$ cat src/rtl/mem_access_unit.sv
// mem_access_unit: single-outstanding load/store/AMO sequencer in front of a byte-addressed RAM.
// Optional AMO path is built only when MEM_ACCESS_AMO_EN is defined; otherwise op 10 is rejected as misaligned.
module mem_access_unit (
    input  logic        clk,
    input  logic        reset,
    input  logic        req_valid,
    output logic        req_ready,
    input  logic [1:0]  req_op,
    input  logic [1:0]  req_size,
    input  logic        req_unsigned,
    input  logic [2:0]  req_amo_fn,
    input  logic [63:0] req_addr,
    input  logic [63:0] req_data,
    output logic        rsp_valid,
    input  logic        rsp_ready,
    output logic [63:0] rsp_data,
    output logic [1:0]  rsp_exc,
    output logic        mem_enable,
    output logic [63:0] mem_addr,
    output logic [63:0] mem_data,
    output logic [1:0]  mem_memo,
    output logic [7:0]  mem_mask,
    input  logic [63:0] mem_resp,
    input  logic [1:0]  mem_exc
);

    // state  | meaning
    // IDLE   | waiting for a request, req_ready high
    // ACC    | RAM read (load/AMO) or write (store) cycle
    // AMO_WR | write-back of the AMO result
    // RESP   | response held until rsp_ready
`ifdef MEM_ACCESS_AMO_EN
    typedef enum logic [1:0] {IDLE = 2'd0, ACC = 2'd1, AMO_WR = 2'd2, RESP = 2'd3} state_t;
`else
    typedef enum logic [1:0] {IDLE = 2'd0, ACC = 2'd1, RESP = 2'd3} state_t;
`endif

    localparam logic [1:0] OP_LOAD  = 2'b00;
    localparam logic [1:0] OP_STORE = 2'b01;
    localparam logic [1:0] OP_AMO   = 2'b10;
    localparam logic [1:0] OP_RSVD  = 2'b11;

    state_t      state_q;
    logic [1:0]  op_q;
    logic [1:0]  size_q;
    logic        uns_q;
    logic [63:0] addr_q;
    logic [63:0] data_q;
    logic        rsp_valid_q;
    logic [63:0] rsp_data_q;
    logic [1:0]  rsp_exc_q;
    logic        misalign;
    logic [7:0]  mask_w;

    function automatic logic [63:0] trunc(input logic [63:0] v, input logic [1:0] sz);
        case (sz)
            2'b00:   trunc = {56'd0, v[7:0]};
            2'b01:   trunc = {48'd0, v[15:0]};
            2'b10:   trunc = {32'd0, v[31:0]};
            default: trunc = v;
        endcase
    endfunction

    function automatic logic [63:0] extend(input logic [63:0] v, input logic [1:0] sz, input logic uns);
        case (sz)
            2'b00:   extend = uns ? {56'd0, v[7:0]}  : {{56{v[7]}},  v[7:0]};
            2'b01:   extend = uns ? {48'd0, v[15:0]} : {{48{v[15]}}, v[15:0]};
            2'b10:   extend = uns ? {32'd0, v[31:0]} : {{32{v[31]}}, v[31:0]};
            default: extend = v;
        endcase
    endfunction

    function automatic logic [7:0] size_mask(input logic [1:0] sz);
        case (sz)
            2'b00:   size_mask = 8'h01;
            2'b01:   size_mask = 8'h03;
            2'b10:   size_mask = 8'h0F;
            default: size_mask = 8'hFF;
        endcase
    endfunction

    // Reserved ops, and AMO when not built, share the misaligned exception path.
    always_comb begin
        misalign = 1'b0;
        case (req_size)
            2'b01:   misalign = req_addr[0];
            2'b10:   misalign = |req_addr[1:0];
            2'b11:   misalign = |req_addr[2:0];
            default: misalign = 1'b0;
        endcase
        if (req_op == OP_RSVD) misalign = 1'b1;
`ifndef MEM_ACCESS_AMO_EN
        if (req_op == OP_AMO) misalign = 1'b1;
`endif
    end

    assign mask_w = size_mask(size_q);

`ifdef MEM_ACCESS_AMO_EN
    logic [2:0]  fn_q;
    logic [63:0] new_q;
    logic [63:0] old_w;
    logic [63:0] amo_raw;
    logic [63:0] new_d;

    always_comb begin
        old_w = trunc(mem_resp, size_q);
        case (fn_q)
            3'b001:  amo_raw = old_w + data_q;
            3'b010:  amo_raw = old_w & data_q;
            3'b011:  amo_raw = old_w | data_q;
            3'b100:  amo_raw = old_w ^ data_q;
            default: amo_raw = data_q;
        endcase
        new_d = trunc(amo_raw, size_q);
    end
`else
    logic unused_amo_fn;
    assign unused_amo_fn = ^req_amo_fn;
`endif

    // RAM port is decoded from the state so reset silences it without waiting for a clock.
    always_comb begin
        mem_enable = 1'b0;
        mem_memo   = 2'b00;
        mem_mask   = 8'h00;
        mem_addr   = addr_q;
        mem_data   = data_q;
        if (state_q == ACC) begin
            mem_enable = (mem_exc == 2'b00);
            mem_memo   = (op_q == OP_STORE) ? 2'b01 : 2'b00;
            mem_mask   = mask_w;
        end
`ifdef MEM_ACCESS_AMO_EN
        if (state_q == AMO_WR) begin
            mem_enable = (mem_exc == 2'b00);
            mem_memo   = 2'b01;
            mem_mask   = mask_w;
            mem_data   = new_q;
        end
`endif
    end

    always_ff @(posedge clk or posedge reset) begin
        if (reset) begin
            state_q     <= IDLE;
            op_q        <= 2'b00;
            size_q      <= 2'b00;
            uns_q       <= 1'b0;
            addr_q      <= '0;
            data_q      <= '0;
            rsp_valid_q <= 1'b0;
            rsp_data_q  <= '0;
            rsp_exc_q   <= 2'b00;
`ifdef MEM_ACCESS_AMO_EN
            fn_q        <= 3'b000;
            new_q       <= '0;
`endif
        end else begin
            case (state_q)
                IDLE: begin
                    if (req_valid) begin
                        op_q   <= req_op;
                        size_q <= req_size;
                        uns_q  <= req_unsigned;
                        addr_q <= req_addr;
                        data_q <= req_data;
`ifdef MEM_ACCESS_AMO_EN
                        fn_q   <= req_amo_fn;
`endif
                        if (misalign) begin
                            state_q     <= RESP;
                            rsp_valid_q <= 1'b1;
                            rsp_exc_q   <= 2'b01;
                            rsp_data_q  <= '0;
                        end else begin
                            state_q <= ACC;
                        end
                    end
                end
                ACC: begin
                    state_q     <= RESP;
                    rsp_valid_q <= 1'b1;
                    rsp_exc_q   <= 2'b00;
                    rsp_data_q  <= '0;
                    if (mem_exc != 2'b00) begin
                        rsp_exc_q <= mem_exc;
                    end else if (op_q == OP_LOAD) begin
                        rsp_data_q <= extend(mem_resp, size_q, uns_q);
                    end
`ifdef MEM_ACCESS_AMO_EN
                    else if (op_q == OP_AMO) begin
                        rsp_data_q  <= extend(mem_resp, size_q, 1'b0);
                        new_q       <= new_d;
                        rsp_valid_q <= 1'b0;
                        state_q     <= AMO_WR;
                    end
`endif
                end
`ifdef MEM_ACCESS_AMO_EN
                AMO_WR: begin
                    state_q     <= RESP;
                    rsp_valid_q <= 1'b1;
                    if (mem_exc != 2'b00) rsp_exc_q <= mem_exc;
                end
`endif
                RESP: begin
                    if (rsp_ready) begin
                        state_q     <= IDLE;
                        rsp_valid_q <= 1'b0;
                    end
                end
                default: state_q <= IDLE;
            endcase
        end
    end

    assign req_ready = (state_q == IDLE);
    assign rsp_valid = rsp_valid_q;
    assign rsp_data  = rsp_data_q;
    assign rsp_exc   = rsp_exc_q;

endmodule

$ cat config.mk
export PLATFORM = sky130hd
export DESIGN_NAME = mem_access_unit
export DESIGN_NICKNAME = d
export VERILOG_FILES = /design/src/rtl/mem_access_unit.sv
export SDC_FILE = /design/constraint.sdc
export NUM_CORES = 1
export LEC_CHECK = 0
export ABC_AREA = 0
export BUFFER_PORTS_ARGS = -buffer_cell sky130_fd_sc_hd__buf_2
export CAP_MARGIN = 20
export CORE_AREA = 3 3 158 160
export DETAILED_ROUTE_END_ITERATION = 10
export DIE_AREA = 0 0 161 163
export HOLD_SLACK_MARGIN = 0.08
export PLACE_DENSITY_LB_ADDON = 0.08
export SYNTH_ARGS = -nofsm -noshare
export SYNTH_HDL_FRONTEND = slang
export SYNTH_SLANG_ARGS = --single-unit
$ cat constraint.sdc
create_clock -name clk -period 7.5 [get_ports clk]
set_clock_uncertainty 0.05 [all_clocks]
set_input_delay 1.5 -clock clk [delete_from_list [all_inputs] [get_ports clk]]
set_output_delay 1.5 -clock clk [all_outputs]
set_load 0.02 [all_outputs]
==> results of run 1 <==
## sequential cells by signal, indices dropped and copies added (netlist names)
signal,flops
mem_addr,64
mem_data,64
rsp_data,64
op_q,2
rsp_exc,2
size_q,2
state_q,2
rsp_valid,1
uns_q,1
## how the worst min path moves through the flow
stage	cells after the start	endpoint	from	slack [ps]
detailed placement	1	rsp_data[8]	rsp_data[8]	410
CTS	1	rsp_data[8]	rsp_data[8]	420
global placement	1	rsp_data[15]	rsp_data[15]	400
floorplan	1	op_q[0]	op_q[0]	470
global route	1	rsp_data[12]	rsp_data[12]	440
finish	1	rsp_data[13]	rsp_data[13]	420
## layout by cell type (no fill, tap or decap), drive strengths merged, types with 3 or more instances in the layout
master and instances:
buf 415, dfrtp 202, mux2 133, o2bb2ai 47, nor2 40, clkbuf 30, a21oi 25, a22o 10
o21ai 10, a21o 9, nand2 7, clkinv 4, bufinv 4, clkinvlp 3, inv 3
## logic make-up after synthesis
group / count (synthesis)
flops: 202
mux: 134
compound gates: 106
simple gates: 59
buf+inv: 44
other cells: 1
## metrics by stage
| stage | hold WS, ps | total power (W) | setup WS, ps |
|---|---|---|---|
| 4_1_cts | 424 | 0.00502 | 3940 |
| 2_1_floorplan | 466 | 0.00307 | 439 |
| 3_3_place_gp | 405 | 0.00376 | 3960 |
| 6_report | 420 | 0.00493 | 3930 |
| 5_1_grt | 443 | 0.00524 | 3850 |
| 3_5_place_dp | 410 | 0.00378 | 3940 |
## final cells by class
class	count	area share (%)
sequential	202	45.9
clock buffer	30	5.94
multi-input combinational	300	23.6
antenna	2	0.0454
tap	319	3.62
clock inverter	11	1.48
timing repair buffer	415	19.3
inverter	3	0.170
## worst register-to-register path: cells and delay by family, from the launching register on
kind                   cells  cell delay, ps
buffers and inverters      1             510
multiplexers               1             560
AND/OR/NAND/NOR            2             810
flip-flops                 1             440
## per-layer routing
metal	GRT usage [%]	up-vias	routed length, µm
met2	29.0	271	11600
met1	20.9	2831	8890
met5	0	-	54
li1	-	2755	-
met3	6.82	43	2380
met4	5.44	8	550
## power groups by stage
| stage | Clock (W) | Sequential [W] | Combinational [W] |
|---|---|---|---|
| 6_report | 0.00120 | 0.00175 | 0.00197 |
| 5_1_grt | 0.00130 | 0.00182 | 0.00212 |
| 4_1_cts | 0.00125 | 0.00176 | 0.00201 |
| 3_5_place_dp | 0 | 0.00177 | 0.00201 |
| 3_3_place_gp | 0 | 0.00175 | 0.00200 |
| 2_1_floorplan | 0 | 0.00227 | 0.000803 |
==> results.cfg, run 1 <==
[timing]
fin_setup_tns_ps = 0
timing.final.hold_violations = 0
period_minus_slack_ps = 3570
min_period_over_period_pct = 47.6
worst_pin_slew_ps = 870
relSlewSlack_pct = 41.9
rsz0062_at_grt = false
fmax_mhz = 280
setup_viol = 0
slew_violations = 0

[cells_and_area]
layout-drive-gt1-share_pct = 60.8
fin_cells = 1282
final_util_pct = 46.8
num-nets-final = 1152
multi_input_area_um2 = 2600
fillers = 2256
final_cell_area_um2 = 11000
areaGrowthSynthToFinish_pct = 39.2
regArea_um2 = 5050

[cts]
cts_setup_buffers = 0
clkTransAtPathRegs_ps = 60
cts_tree = yes
clock_path_buffers = 3
clock_sinks = 202
clock_latency_ps = 510
ctsResizeCount = 0
cts_max_level = 1
cts-buffers-inserted = 24
hold_buffers = 0
cts_root_buffer = clkbuf_16

[critical_path]
r2r-end = mem_data[19]
slowest_delay_ps = 200
regToRegStartpoint = state_q[1]
critPathLaunchType = input pin
reg2regPathDepth = 4
cp-startpoint = mem_exc[1]
crit_family = buffers and inverters
cp_cell_sequence = buf_2 > nor3_1 > buf_2
end_kind = output pin
critical-path-slowest-cell = buf_2
required_ps = 5950
crit_top_cell = buf_2
endpoint = mem_enable
crit_type = in -> out
worst-path-max-fanout = 3
arrival_ps = 2020
cp.depth = 3
r2r_setup_slack_ps = 5020
cp_num_buf_inv = 2

[floorplanning]
coreArea_um2 = 23500
pin_count = 413
design.die.area_um2 = 26200
dieWidth_um = 161
rows = 56
die_h_um = 163
initial_core_util_pct = 33.6

[placed_design]
dp_hpwl_mm = 16.8
numPortBuffers = 408
gp_congestion = 0.735
postPlaceCellArea_um2 = 10200
dpl.cell_count = 1238

[status]
status = complete, no violations

[route]
wl_mm = 23.5
drc = 0
post_drt_wl_per_cell_um = 18.3
vias_per_cell = 4.61
dr.pass1.iters = 4
drt_iter0_markers = 313
vias = 5908
final_antenna_net_count = 0

[job]
maxCapViolCount = 0

[pwr]
combPwrFrac_pct = 40.0
pwr-share-seq_pct = 35.6
p_per_area_nw_per_um2 = 447
switching_power_w = 0.00187
netSwitchingFraction_pct = 38.0
clkPwrFrac_pct = 24.5
power.internal_w = 0.00306
power.ir.vdd_worst_uv = 207
leakagePower_nw = 5.64

[grt]
grt_overflow = 0
track_usage_pct = 17.4
antenna_found_initial = 6
grt_max_degree = 152
grt_pass1_wl_mm = 36.1
grt_pass1_vias = 6186

[yosys]
synthesis.nets = 752
synthMuxAreaShare_pct = 19.0
synth_xor_area_share_pct = 0
yosys.area_share.adder_pct = 0
synth_cell_types = 34
synth_top_area_share_pct = 63.9
synthFlopType = dfrtp_1
synth_top_family_by_area = multiplexers
yosys_warnings = 0
yosys-top-cells-area = dfrtp_1 (64%), mux2_2 (18%), o2bb2ai_1 (5.2%), nor2_1 (1.8%), buf_4 (1.8%)
postSynthCellCount = 546
synth_compound_area_share_pct = 10.0
async_flop_share_pct = 100
synth-seq-cells = 202
ys_seq_area_share_pct = 63.9
yosysTopAreaCell = dfrtp_1
synth-simple-area-share_pct = 3.52
netlist_top_cells_count = dfrtp_1 (202), mux2_2 (124), o2bb2ai_1 (47)
syn_area_um2 = 7920
synth_edf_count = 0
synth.most_common_cell = dfrtp_1
syn_avg_cell_area_um2 = 14.5

[worst_hold_path]
hp-class = reg -> reg
(Power assumes the default switching activity.)
==> run 2, diff against run 1 <==
- CORE_AREA: 3 3 158 160 -> 3 3 161 163
- DIE_AREA: 0 0 161 163 -> 0 0 164 166
- clock period: 7.5 -> 3.1 ns (I/O delays scaled with it)
==> results.cfg, run 2 (synthesis gave the netlist of run 1 again) <==
[status]
status = complete, no violations

[timing]
worst_pin_slew_ps = 799
rsz0062_at_grt = false
slew_violations = 0
setup_viol = 0
fmax_mhz = 394
relSlewSlack_pct = 46.6
min_period_over_period_pct = 81.8
whs_ps = 273
timing.final.hold_violations = 0
fin_setup_tns_ps = 0
period_minus_slack_ps = 2540

[grt]
grt_max_degree = 92
antenna_found_initial = 5
grt_pass1_wl_mm = 35.7
grt_overflow = 0
track_usage_pct = 16.6
grt_pass1_vias = 6272

[floorplanning]
design.die.area_um2 = 27200
pin_count = 413
initial_core_util_pct = 32.4
die_h_um = 166
coreArea_um2 = 24500
dieWidth_um = 164
rows = 57

[pwr]
power.ir.vdd_worst_uv = 663
p_per_area_nw_per_um2 = 1060
leakagePower_nw = 5.65
p_total_w = 0.0117

[critical_path]
critPathLaunchType = flip-flop
end_kind = output pin
worst-path-max-fanout = 24
arrival_ps = 1870
required_ps = 2430
crit_type = reg -> out

[job]
maxCapViolCount = 0

[cts]
cts_root_buffer = clkbuf_16
cts_tree = yes
clkTransAtPathRegs_ps = 60
clock_sinks = 202
clock_latency_ps = 510
cts-buffers-inserted = 24
cts_max_level = 1
clock_path_buffers = 3
ctsResizeCount = 0

[placed_design]
gp_congestion = 0.746
postPlaceCellArea_um2 = 10200
dpl.cell_count = 1247
numPortBuffers = 408
dp_hpwl_mm = 17.2

[route]
vias = 5937
wl_mm = 23.5
vias_per_cell = 4.58
drt_iter0_markers = 200
dr.pass1.iters = 4
post_drt_wl_per_cell_um = 18.2
drc = 0
final_antenna_net_count = 0

[cells_and_area]
num-nets-final = 1156
layout_common_cells = buf_2 (408), dfrtp_1 (202), mux2_2 (124), o2bb2ai_1 (47), nor2_1 (39)
final_cell_area_um2 = 11000
mostFrequentLayoutCell = buf_2
fin_cells = 1295
areaGrowthSynthToFinish_pct = 39.1
layout-drive-gt1-share_pct = 60.9

[worst_hold_path]
hp-class = in -> reg
==> run 2: changes by cell type in the layout (fill, tap and decap cells not counted), sizes merged, moves of 2 or more <==
cell	delta
buf	+3
clkinvlp	-2
clkbuf	+6
diode	+2
clkinv	+3
bufinv	-4
==> run 2: cell type report <==
class                   count  area (µm²)
inverters                   3        15.0
clock inverters             7        35.0
multi-input cells         300        2600
repair buffers            419        2150
well taps                 324         405
clock buffers              36         737
flip-flops and latches    202        5050
fillers                  2347       13500
diodes                      4        10.0
==> run 2: repair_timing <==
item                      in CTS  in global routing
buffers inserted               0                  0
hold buffers                   1                  0
hold endpoints to repair       2                  0
==> run 2: critical path, cell delays in order (launching register included) <==
cell and delay, ps:
dfrtp_1 830, and3_1 330, buf_2 190
==> run 2: power by group <==
group / internal, W / switching, W / leakage, nW
clock: 0.00163 / 0.00109 / 0.391
sequential: 0.00369 / 0.000589 / 2.52
combinational: 0.00191 / 0.00282 / 2.73
==> run 2: layer usage <==
layer / up-vias / routed length, µm / global-route usage, %
met1: 2883 / 9060 / 19.0
met2: 251 / 11800 / 29.3
met5: - / 21 / 0
met3: 30 / 2200 / 6.01
met4: 4 / 487 / 4.08
li1: 2769 / - / -
==> run 2: through the flow <==
stage | utilization [%] | setup WS, ps
2_1_floorplan | - | -186
3_3_place_gp | 41.8 | 946
3_5_place_dp | 41.8 | 930
4_1_cts | 45.0 | 515
5_1_grt | 45.0 | 401
6_report | 45.0 | 564
==> run 2: worst paths after layout <==
path                         startpoint  cells past startpoint  slack, ps            to
setup reg to reg              size_q[1]                      4       1020  rsp_data[46]
hold / removal             req_data[26]                      2        270  mem_data[26]
max in group asynchronous         reset                      4       1490  rsp_data[44]
setup / recovery              size_q[1]                      2        560   mem_mask[6]
min in group asynchronous         reset                      3        540    state_q[1]
hold reg to reg            rsp_data[14]                      1        420  rsp_data[14]
